[config.mk]
export PLATFORM = sky130hd
export DESIGN_NAME = mem_access_unit
export DESIGN_NICKNAME = d
export VERILOG_FILES = /design/src/rtl/mem_access_unit_pkg.sv /design/src/rtl/mem_access_unit.sv
export SDC_FILE = /design/constraint.sdc
export NUM_CORES = 1
export LEC_CHECK = 0
export BUFFER_PORTS_ARGS = -buffer_cell sky130_fd_sc_hd__buf_2
export CAP_MARGIN = 20
export CORE_MARGIN = 2
export CORE_UTILIZATION = 30
export CTS_CLUSTER_DIAMETER = 100
export DETAILED_ROUTE_END_ITERATION = 16
export SYNTH_ARGS = -nofsm -noshare
export SYNTH_HDL_FRONTEND = slang
export SYNTH_SLANG_ARGS = --single-unit
[constraint.sdc]
create_clock -name clk -period 1.89 [get_ports clk]
set_input_delay 0.189 -clock clk [delete_from_list [all_inputs] [get_ports clk]]
set_output_delay 0.189 -clock clk [all_outputs]
set_load 0.02 [all_outputs]
[src/rtl/mem_access_unit_pkg.sv]
// rtl/mem_access_unit_pkg.sv - shared processor types and constants for the memory-access stage
package mem_access_unit_pkg;

    typedef enum logic {
        IDLE   = 1'b0,
        ACCESS = 1'b1
    } mau_state_e;

    localparam int TIMEOUT_DEFAULT = 15;
    localparam int WAIT_CNT_W      = 4;

    // Memory operations are doubleword-granular; any low address bit set is an alignment fault.
    function automatic logic dword_aligned(input logic [2:0] addr_lsb);
        return addr_lsb == 3'd0;
    endfunction

endpackage

[src/rtl/mem_access_unit.sv]
// rtl/mem_access_unit.sv - memory-access pipeline stage with request/ack data-memory port and timeout
module mem_access_unit
    import mem_access_unit_pkg::*;
#(
    parameter int N       = 64,
    parameter int TIMEOUT = TIMEOUT_DEFAULT
) (
    input  logic         clk,
    input  logic         reset,
    input  logic         valid_E,
    input  logic         MemRead_E,
    input  logic         MemWrite_E,
    input  logic         Branch_E,
    input  logic [N-1:0] aluResult_E,
    input  logic [N-1:0] writeData_E,
    input  logic         zero_E,
    input  logic [N-1:0] PCBranch_E,
    output logic         stall,
    output logic         dm_req,
    output logic         dm_we,
    output logic [N-1:0] dm_addr,
    output logic [N-1:0] dm_wdata,
    input  logic         dm_ack,
    input  logic [N-1:0] dm_rdata,
    output logic         valid_M,
    output logic [N-1:0] readData_M,
    output logic [N-1:0] aluResult_M,
    output logic [N-1:0] PCBranch_M,
    output logic         PCSrc_M,
    output logic         mem_error
);

    mau_state_e              state_q, state_d;
    logic [WAIT_CNT_W-1:0]   cnt_q;
    logic [N-1:0]            addr_q, wdata_q, pcb_q;
    logic                    we_q, taken_q;
    logic                    valid_m_q, pcsrc_m_q, err_q;
    logic [N-1:0]            rdata_m_q, alu_m_q, pcb_m_q;

    logic accept, is_single_mem, bad_op, go_mem, timeout_hit, done;

    always_comb begin
        accept        = (state_q == IDLE) && valid_E;
        is_single_mem = MemRead_E ^ MemWrite_E;
        bad_op        = (MemRead_E && MemWrite_E) ||
                        ((MemRead_E || MemWrite_E) && !dword_aligned(aluResult_E[2:0]));
        go_mem        = accept && is_single_mem && !bad_op;
        // An ack in the final wait cycle takes priority over the timeout.
        timeout_hit   = (state_q == ACCESS) && !dm_ack && (cnt_q == WAIT_CNT_W'(TIMEOUT - 1));
        done          = (state_q == ACCESS) && (dm_ack || timeout_hit);
    end

    always_ff @(posedge clk or negedge reset) begin
        if (!reset) state_q <= IDLE;
        else        state_q <= state_d;
    end

    always_comb begin
        state_d = state_q;
        case (state_q)
            IDLE:    if (go_mem) state_d = ACCESS;
            ACCESS:  if (done)   state_d = IDLE;
            default: state_d = IDLE;
        endcase
    end

    always_comb begin
        stall  = (state_q == ACCESS);
        dm_req = (state_q == ACCESS);
        dm_we  = (state_q == ACCESS) && we_q;
    end

    always_ff @(posedge clk or negedge reset) begin
        if (!reset) begin
            cnt_q     <= '0;
            addr_q    <= '0;
            wdata_q   <= '0;
            pcb_q     <= '0;
            we_q      <= 1'b0;
            taken_q   <= 1'b0;
            valid_m_q <= 1'b0;
            pcsrc_m_q <= 1'b0;
            err_q     <= 1'b0;
            rdata_m_q <= '0;
            alu_m_q   <= '0;
            pcb_m_q   <= '0;
        end else begin
            if (accept) begin
                addr_q  <= aluResult_E;
                wdata_q <= writeData_E;
                pcb_q   <= PCBranch_E;
                we_q    <= MemWrite_E;
                taken_q <= Branch_E && zero_E;
            end

            if (go_mem)
                cnt_q <= '0;
            else if ((state_q == ACCESS) && !dm_ack)
                cnt_q <= cnt_q + 1'b1;

            valid_m_q <= (accept && !go_mem) || done;

            if (accept && !go_mem) begin
                rdata_m_q <= '0;
                alu_m_q   <= aluResult_E;
                pcb_m_q   <= PCBranch_E;
                pcsrc_m_q <= Branch_E && zero_E;
            end else if (done) begin
                rdata_m_q <= (dm_ack && !we_q) ? dm_rdata : '0;
                alu_m_q   <= addr_q;
                pcb_m_q   <= pcb_q;
                pcsrc_m_q <= taken_q;
            end

            if ((accept && bad_op) || timeout_hit)
                err_q <= 1'b1;
        end
    end

    assign dm_addr     = addr_q;
    assign dm_wdata    = wdata_q;
    assign valid_M     = valid_m_q;
    assign readData_M  = rdata_m_q;
    assign aluResult_M = alu_m_q;
    assign PCBranch_M  = pcb_m_q;
    assign PCSrc_M     = pcsrc_m_q && valid_m_q;
    assign mem_error   = err_q;

endmodule

==> flow_summary.toml <==
[global_route]
grt_max_degree = 117
grt_pass1_wl_um = 89610
grt_usage_pct = 19.95
grt_pass1_vias = 16150
grt_antenna_before_repair = 1
overflow = 0

[drt]
wire_per_inst_um = 17.01
vias = 15820
drc = 0
first_pass_iters = 5
drtIter0Drc = 949
detail-route-antenna-nets = 0
via_per_inst = 4.743
totalWireLength_um = 56750

[sta]
rsz0062_at_grt = "true"
fin_ws_ns = 0.04281
worst_pin_slew_ns = 0.6574
fin_crit_ns = 1.847
setup_viol = 0
slew_viol_final = 0
fmax_mhz = 541.4
hold_viol = 0
relSlewSlack_pct = 56.17
finalCritPeriodShare_pct = 97.74
finClkSkew_ns = 0.01159

[final_layout]
num-nets-final = 2884
final_area_um2 = 24380
drive_above_1_share_pct = 29.81
instances_no_fill = 3336
multi_input_area_um2 = 5391
fillCellCount = 4855
regArea_um2 = 9861
syn_to_final_growth_pct = 52.00

[power_and_ir_drop]
clock_power_share_pct = 33.5
p_int_mw = 16.44
ir_worst_vdd_mv = 0.6700
p_sw_mw = 7.993
pwr-share-comb_pct = 24.2
power_leakage_nw = 12.75
p_seq_share_pct = 42.2
switching_share_pct = 32.71
power_density_nw_per_um2 = 1002

[place]
dp_hpwl_um = 37570
post_dp_cell_area_um2 = 20220
port_buffers = 589
routabilityCongestion = 0.8351
dp_slack_ns = -0.2210
dp_cells = 2997

[clocking]
root_buffer = "clkbuf_16"
cts_num_sinks = 394
cts_buffers = 45
cts_tree = "built"
clk_path_buf_depth = 3
clk_latency_ns = 0.57
clkTransAtPathRegs_ns = 0.06
htreeDepth = 2

[outcome]
status = "finished clean"

[yosys]
synth_edf_count = 0
synth_cell_types = 32
synth_seq_cells = 394
yosysWarnings = 0
synth_flop_cell = "dfrtp_1"
synth_cells = 1754
synth_nets = 2022
synth-seq-area-share_pct = 61.48
async_flop_share_pct = 100.0
avgSynthCellArea_um2 = 9.144
syn_area_um2 = 16040

[die]
die_area_um2 = 55330
die_x_um = 235.2
io_pins = 590
rows = 84
start_util_pct = 30.46
fp.dieH_um = 235.2
coreArea_um2 = 52660

[critical_path]
critPathMaxFanout = 25
critPathMaxStageDelay_ns = 0.55
critPathMostFrequentCell = "buf_12"
cp-end-kind = "register"
cpLargestDelayFamily = "buffers and inverters"
slowest_stage = "dlygate4sd3_1"
crit_type = "input port to register"
required_ns = 2.33
path_cells = "dlygate4sd3_1 -> buf_2 -> or3_4 -> o2bb2ai_4 -> buf_4 -> buf_12 -> buf_12 -> a22oi_1 -> o21ai_0"
arrival_ns = 2.29
path_buf_inv = 5
start_kind = "input port"

[run]
cap_violations = 0

[hold_path]
hold_path.class = "input port to register"
[synthesized netlist by cell type (2+ instances only)]
master,number,area share (%)
a21oi_1,151,4.7
a22oi_1,86,4.0
and2_1,2,0.078
and3_1,2,0.078
buf_1,7,0.16
buf_2,36,1.1
buf_4,6,0.28
buf_6,9,0.63
clkbuf_1,60,1.4
dfrtp_1,394,61
ha_1,4,0.31
inv_1,90,2.1
nand2_1,686,16
nand2b_1,2,0.078
nand3_1,64,2.0
nor2_1,48,1.1
nor2b_1,4,0.16
o21ai_0,60,1.9
o21ai_1,8,0.25
o21ai_2,22,1.2
xor2_1,2,0.11
[power by group through the flow]
stage,Sequential (mW),Clock (mW),Combinational (mW)
after floorplan,11.5,0,1.82
after global placement,10.4,0,5.35
after detailed placement,10.4,0,5.42
after CTS,10.3,8.41,5.88
after global routing,10.5,8.73,6.44
final,10.3,8.19,5.92
[layout make-up]
| cell class | count | share of cell area, % |
|---|---|---|
| clock inverter | 15 | 0.4825 |
| multi-input combinational | 1151 | 22.12 |
| tap | 688 | 3.531 |
| inverter | 91 | 1.432 |
| sequential | 394 | 40.45 |
| timing repair buffer | 933 | 26.83 |
| antenna | 1 | 0.01027 |
| clock buffer | 63 | 5.143 |
[repair_timing]
item / in CTS / in global routing
endpoints found under the hold margin: 526 / 0
setup buffers: 0 / 0
hold buffers: 259 / 0
endpoints found under the setup margin: 121 / 111
pin swaps: 1 / 1
gates cloned: 1 / 0
gates resized for setup: 10 / 34
[cell families (layout without fill, tap and decap cells)]
group	after synthesis	count (layout)	synth area share, %
compound gates	332	332	12.49
xor+xnor	3	3	0.1639
fa+ha+maj	4	4	0.3121
buf+inv	209	1102	5.734
flops	394	394	61.48
other cells	0	1	0
simple gates	812	812	19.82
[cell usage in the layout (no fill, tap or decap), types with 22 or more instances in the layout]
master,n
nand3_1,64
clkbuf_16,45
a22oi_1,71
dlygate4sd3_1,259
buf_2,588
inv_1,90
nand2_1,686
a21oi_1,150
buf_4,52
dfrtp_1,393
o21ai_0,54
buf_12,22
nor2_1,48
[path summary, 6_finish.rpt]
check                                     from         endpoint  slack [ns]  cells after the start
min in group asynchronous                reset  aluResult_M[59]        0.17                      2
worst min register to register    dm_wdata[31]     dm_wdata[31]        0.47                      2
max in group asynchronous                reset  aluResult_M[61]        0.89                      3
worst min-delay path                MemWrite_E             we_q        0.06                      4
worst max register to register        cnt_q[0]   PCBranch_M[50]        0.06                      8
worst max-delay path            aluResult_E[1]   PCBranch_M[30]        0.04                      9
[routing by layer]
| layer | up-vias | share of wire [%] | track usage [%] |
|---|---|---|---|
| li1 | 7357 | - | - |
| met1 | 7654 | 40 | 24.05 |
| met2 | 676 | 49 | 34.26 |
| met3 | 135 | 7.3 | 4.749 |
| met4 | 0 | 4.0 | 8.119 |
| met5 | - | 0 | 0 |
[state kept, by name (all words and copies together), names as in the netlist, 4 cells and up]
register / cells
pcb_q: 64
aluResult_M: 64
dm_wdata: 64
dm_addr: 64
cnt_q: 4
readData_M: 64
PCBranch_M: 64
[metrics by stage]
stage / hold slack (ns) / total power [mW] / util (%) / setup TNS, ns
floorplan: -0.1066 / 13.30 / - / 0
global placement: 0.1550 / 15.73 / 38.40 / -9.527
detailed placement: 0.1622 / 15.85 / 38.40 / -13.00
CTS: 0.02013 / 24.60 / 46.07 / 0
global route: 0.05899 / 25.62 / 46.29 / -0.1119
finish: 0.05962 / 24.43 / 46.30 / 0
[worst reg2reg max path, cell delays in order, from the launching register on]
cell and delay [ns]:
dfrtp_1 0.35, inv_1 0.05, ha_1 0.18, and3_1 0.16, o21a_4 0.23, buf_12 0.18
buf_12 0.22, a22oi_1 0.24, o21ai_0 0.12
Power figures use the tool's default switching activity.
